`src/rtl/pipelined_alu.sv`:
```
// pipelined_alu: two-stage valid/ready ALU (S1 operand capture, S2 result/flags).
// Optional flag generation is enabled by defining PIPELINED_ALU_FLAGS_EN; otherwise
// flags_o is tied to zero and no flag logic exists.
module pipelined_alu #(
    parameter int unsigned WIDTH = 8,
    parameter int unsigned CNT_W = 16
) (
    input  logic             clk,
    input  logic             reset_n,
    input  logic [WIDTH-1:0] a_i,
    input  logic [WIDTH-1:0] b_i,
    input  logic [2:0]       op_i,
    input  logic             in_valid_i,
    output logic             in_ready_o,
    output logic [WIDTH-1:0] alu_o,
    output logic [3:0]       flags_o,
    output logic             out_valid_o,
    input  logic             out_ready_i,
    output logic [CNT_W-1:0] count_o
);

    localparam int unsigned SHW = $clog2(WIDTH);

    localparam logic [2:0] OP_ADD = 3'b000;
    localparam logic [2:0] OP_SUB = 3'b001;
    localparam logic [2:0] OP_SLL = 3'b010;
    localparam logic [2:0] OP_LSR = 3'b011;
    localparam logic [2:0] OP_AND = 3'b100;
    localparam logic [2:0] OP_OR  = 3'b101;
    localparam logic [2:0] OP_XOR = 3'b110;
    localparam logic [2:0] OP_EQL = 3'b111;

    logic             s1_valid_q;
    logic [WIDTH-1:0] s1_a_q;
    logic [WIDTH-1:0] s1_b_q;
    logic [2:0]       s1_op_q;

    logic             s2_valid_q;
    logic [WIDTH-1:0] s2_res_q;
    logic [CNT_W-1:0] count_q;

    logic             s1_adv;
    logic             s2_adv;
    logic             out_xfer;
    logic [WIDTH-1:0] res_d;
    logic [SHW-1:0]   shamt;

    // Stage advance conditions; in_ready is combinational from out_ready_i.
    always_comb begin
        out_xfer   = s2_valid_q & out_ready_i;
        s2_adv     = ~s2_valid_q | out_ready_i;
        s1_adv     = ~s1_valid_q | s2_adv;
        in_ready_o = s1_adv;
    end

    assign shamt = s1_b_q[SHW-1:0];

    // Result datapath driven from the S1 operands.
    always_comb begin
        res_d = '0;
        case (s1_op_q)
            OP_ADD:  res_d = s1_a_q + s1_b_q;
            OP_SUB:  res_d = s1_a_q - s1_b_q;
            OP_SLL:  res_d = s1_a_q << shamt;
            OP_LSR:  res_d = s1_a_q >> shamt;
            OP_AND:  res_d = s1_a_q & s1_b_q;
            OP_OR:   res_d = s1_a_q | s1_b_q;
            OP_XOR:  res_d = s1_a_q ^ s1_b_q;
            OP_EQL:  res_d = {{(WIDTH-1){1'b0}}, (s1_a_q == s1_b_q)};
            default: res_d = '0;
        endcase
    end

`ifdef PIPELINED_ALU_FLAGS_EN
    logic [3:0] flags_d;
    logic [3:0] s2_flags_q;

    // Flags {N, V, C, Z}; carry/borrow derived by unsigned compare to avoid a wide adder.
    always_comb begin
        flags_d    = '0;
        flags_d[3] = res_d[WIDTH-1];
        flags_d[0] = (res_d == '0);
        case (s1_op_q)
            OP_ADD: begin
                flags_d[1] = (res_d < s1_a_q);
                flags_d[2] = (s1_a_q[WIDTH-1] == s1_b_q[WIDTH-1]) &&
                             (res_d[WIDTH-1] != s1_a_q[WIDTH-1]);
            end
            OP_SUB: begin
                flags_d[1] = (s1_a_q < s1_b_q);
                flags_d[2] = (s1_a_q[WIDTH-1] != s1_b_q[WIDTH-1]) &&
                             (res_d[WIDTH-1] != s1_a_q[WIDTH-1]);
            end
            default: ;
        endcase
    end

    // S2 flag register, loaded alongside the result.
    always_ff @(posedge clk or negedge reset_n) begin
        if (!reset_n) begin
            s2_flags_q <= '0;
        end else if (s2_adv && s1_valid_q) begin
            s2_flags_q <= flags_d;
        end
    end

    assign flags_o = s2_flags_q;
`else
    assign flags_o = 4'b0000;
`endif

    // S1: capture operands whenever the stage can advance.
    always_ff @(posedge clk or negedge reset_n) begin
        if (!reset_n) begin
            s1_valid_q <= 1'b0;
            s1_a_q     <= '0;
            s1_b_q     <= '0;
            s1_op_q    <= '0;
        end else if (s1_adv) begin
            s1_valid_q <= in_valid_i;
            if (in_valid_i) begin
                s1_a_q  <= a_i;
                s1_b_q  <= b_i;
                s1_op_q <= op_i;
            end
        end
    end

    // S2: hold the result until consumed; load only real operations.
    always_ff @(posedge clk or negedge reset_n) begin
        if (!reset_n) begin
            s2_valid_q <= 1'b0;
            s2_res_q   <= '0;
        end else if (s2_adv) begin
            s2_valid_q <= s1_valid_q;
            if (s1_valid_q) begin
                s2_res_q <= res_d;
            end
        end
    end

    // Completed-operation counter, wraps naturally.
    always_ff @(posedge clk or negedge reset_n) begin
        if (!reset_n) begin
            count_q <= '0;
        end else if (out_xfer) begin
            count_q <= count_q + 1'b1;
        end
    end

    assign alu_o       = s2_res_q;
    assign out_valid_o = s2_valid_q;
    assign count_o     = count_q;

endmodule

```
`config.mk`:
```
export PLATFORM = sky130hd
export DESIGN_NAME = pipelined_alu
export DESIGN_NICKNAME = d
export VERILOG_FILES = /design/src/rtl/pipelined_alu.sv
export SDC_FILE = /design/constraint.sdc
export NUM_CORES = 1
export LEC_CHECK = 0
export BUFFER_PORTS_ARGS = -buffer_cell sky130_fd_sc_hd__buf_2
export CORE_ASPECT_RATIO = 1.4
export CORE_UTILIZATION = 58
export CTS_CLUSTER_SIZE = 28
export DETAILED_ROUTE_END_ITERATION = 6
export GPL_ROUTABILITY_DRIVEN = 0
export PLACE_DENSITY = 0.78
export SETUP_SLACK_MARGIN = 0.3
export SLEW_MARGIN = 20
export SYNTH_ARGS = -nofsm -noshare
export SYNTH_HDL_FRONTEND = slang
export SYNTH_SLANG_ARGS = --single-unit
```
`constraint.sdc`:
```
create_clock -name clk -period 2.7 [get_ports clk]
set_input_delay 0.27 -clock clk [delete_from_list [all_inputs] [get_ports clk]]
set_output_delay 0.27 -clock clk [all_outputs]
set_load 0.005 [all_outputs]
```
==> impl_metrics.yaml <==
detailed_routing:
  wl_per_cell_microns: 17.31
  ant_nets: 0
  wl_mm: 8.068
  via_per_inst: 6.227
  drt_iter0_drc: 278
  vias: 2902
  drt_first_pass_iters: 5
  drcViolationCount: 0
global_route:
  grt_pass1_vias: 2720
  antenna_found_initial: 0
  grt_usage_pct: 27.63
  grt_max_degree: 46
  grt_pass1_wl_mm: 13.03
  grt_overflow: 0
floorplanning:
  rows: 32
  chipHeight_microns: 93.02
  core_area_sq_mm: 0.005605
  die_area_sq_mm: 0.006233
  die_x_microns: 67.01
  ios: 53
  start_util_pct: 61.23
synth:
  synth_edf_count: 0
  netlist_area_sq_mm: 0.003432
  ys_ff_latch: 45
  synth_area_per_cell_sq_um: 9.668
  synth_cell_types: 56
  synth_top_flop_cell: "dfrtp_1"
  synth_cells: 355
  synth_warnings: 0
  postSynth.asyncResetShare_pct: 100.0
  seq_area_frac_synth_pct: 32.81
flow_run:
  maxCapViolations: 0
place:
  dp_hpwl_mm: 5.884
  port_buffers: 48
  placed_cells: 457
clock_tree:
  cts_num_sinks: 45
  cts_setup_buffers: 0
  cts_max_level: 2
  cts_buffer_depth: 2
  numCtsBuffers: 5
  tritoncts: "done"
  clock_latency_ns: 0.31
  cts.clk_slew.worst_paths_ns: 0.09
  clockRootBuffer: "clkbuf_8"
finish:
  n_fill_cell: 460
  fin_util_pct: 67.97
  stdcell_count: 466
  area_growth_pct: 11.01
  area.sequential_sq_mm: 0.001130
  multi_input_comb_area_sq_mm: 0.002087
  drive_above_1_share_pct: 24.37
  nets: 447
  diodes: 0
min_path:
  hold_depth: 2
  hold_start: "in_valid_i"
  holdCritPathClass: "input port to flip-flop"
  hold_end: "s1_valid_q"
power_and_ir_drop:
  power_uw: 2684
  powerDensity_mw_per_mm2: 704.5
  max-vdd-ir-drop_uv: 525.7
  p_leak_uw: 0.001766
critical_path:
  cp-end-kind: "flip-flop"
  cp_max_fo: 14
  rr_startpoint: "s1_b_q[0]"
  crit_type: "flip-flop to flip-flop"
  critPathLaunchType: "flip-flop"
  regToRegEndpoint: "alu_o[7]"
  reg2reg_depth: 7
  r2r_setup_slack_ns: 0.33
  cp.arrival_ns: 2.53
  cp.required_ns: 2.87
status:
  status: "finished clean"
sta:
  rsz0062_at_grt: "yes"
  final.setup.tns_ns: 0
  relSlewSlack_pct: 46.55
  worst_pin_slew_ns: 0.7999
  hold_viol: 0
  holdWs_ns: 0.1831
  period_needed_ns: 2.365
  skew_ns: 0.01247
  clock.fmax_mhz: 422.8
  finalCritPeriodShare_pct: 87.59
  setup_viol: 0
  slew_violations: 0
[cells in the mapped netlist (2+ instances only)]
| cell | instances | area share, % |
|---|---|---|
| a211oi_1 | 3 | 0.66 |
| a21oi_1 | 18 | 2.6 |
| a221oi_1 | 5 | 1.3 |
| a31oi_1 | 5 | 0.91 |
| buf_2 | 8 | 1.2 |
| buf_4 | 5 | 1.1 |
| buf_6 | 3 | 0.98 |
| clkbuf_1 | 7 | 0.77 |
| dfrtp_1 | 45 | 33 |
| fa_1 | 2 | 1.2 |
| ha_1 | 25 | 9.1 |
| inv_1 | 24 | 2.6 |
| mux2_2 | 20 | 6.6 |
| mux2i_1 | 12 | 3.5 |
| mux4_2 | 8 | 5.2 |
| nand2_1 | 28 | 3.1 |
| nand2b_1 | 8 | 1.5 |
| nand3_1 | 6 | 0.87 |
| nand3b_1 | 2 | 0.44 |
| nand4_1 | 6 | 1.1 |
| nor2_1 | 19 | 2.1 |
| nor2b_1 | 5 | 0.91 |
| nor3_1 | 8 | 1.2 |
| nor3b_1 | 2 | 0.44 |
| nor4_1 | 4 | 0.73 |
| o2111ai_1 | 2 | 0.51 |
| o21a_1 | 2 | 0.44 |
| o21ai_0 | 10 | 1.5 |
| o21ai_1 | 2 | 0.29 |
| o22a_1 | 2 | 0.51 |
| o22ai_1 | 4 | 0.73 |
| o31ai_1 | 7 | 1.5 |
| or3_1 | 3 | 0.55 |
| xnor2_1 | 19 | 4.8 |
| xor2_1 | 5 | 1.3 |
[cells by family after synthesis]
logic type,share of synthesized area [%]
flip-flops,32.81
AO/OA/AOI/OAI,13.82
AND/OR/NAND/NOR,14.77
adder cells (fa/ha/maj),10.28
multiplexers,15.31
other,0.1093
XOR/XNOR,6.125
buffers and inverters,6.781
[what timing repair did]
item | CTS | global route
hold endpoints to repair | 0 | 10
hold buffers | 0 | 1
endpoints found under the setup margin | 0 | 5
resized for setup | 0 | 5
[routing by layer]
metal,vias up,GRT usage [%],part of all wire [%]
met5,-,0,0
met1,1363,34.08,40
li1,1346,-,-
met4,0,14.01,4.4
met2,159,45.08,49
met3,34,5.122,6.4
[power breakdown]
part / internal (uW) / switching, uW / leakage [uW]
Sequential: 809 / 166 / 0.000553
Clock: 278 / 256 / 0.0000585
Combinational: 556 / 619 / 0.00115
Total: 1640 / 1040 / 0.00177
[flip-flops by register name (all words and copies together), names as in the netlist]
signal / cells
s1_a_q: 8
s1_b_q: 8
count_o: 16
s1_valid_q: 1
out_valid_o: 1
s1_op_q: 3
alu_o: 8
[cells in the final DEF, fill, tap and decap left out, drive strengths merged, types with 18 or more instances in the layout]
master  count
mux2       20
a21oi      18
nand2      28
xnor2      19
ha         25
dfrtp      45
inv        25
buf        55
nor2       19
[stage by stage]
stage / instance area (sq um) / worst slack, ns
after floorplan: 3443 / 0.5107
after global placement: 3679 / 0.4285
after detailed placement: 3679 / 0.3620
after CTS: 3791 / 0.3463
after global routing: 3810 / 0.2271
final: 3810 / 0.3350
[how the worst max path moves through the flow]
stage,startpoint,end,slack (ns)
detailed placement,s1_a_q[0],alu_o[4],0.36
finish,s1_b_q[0],alu_o[7],0.33
CTS,s1_a_q[0],alu_o[4],0.35
global placement,s1_a_q[0],alu_o[4],0.43
floorplan,s1_b_q[1],alu_o[3],0.51
global route,s1_a_q[4],alu_o[7],0.23
[final cells by class]
type | count | area share (%)
multi-input combinational | 265 | 54.78
sequential | 45 | 29.66
timing repair buffer | 56 | 8.013
inverter | 24 | 2.365
tap | 68 | 2.233
clock buffer | 5 | 1.806
clock inverter | 3 | 1.149
[critical path, stage by stage (launching register included)]
cell,delay [ns]
dfrtp_1,0.44
buf_4,0.27
mux4_2,0.56
nand3b_1,0.11
a31oi_1,0.10
a221oi_1,0.45
o31a_1,0.23
o31ai_1,0.07
Note: power is estimated with default switching activity, not from simulation.
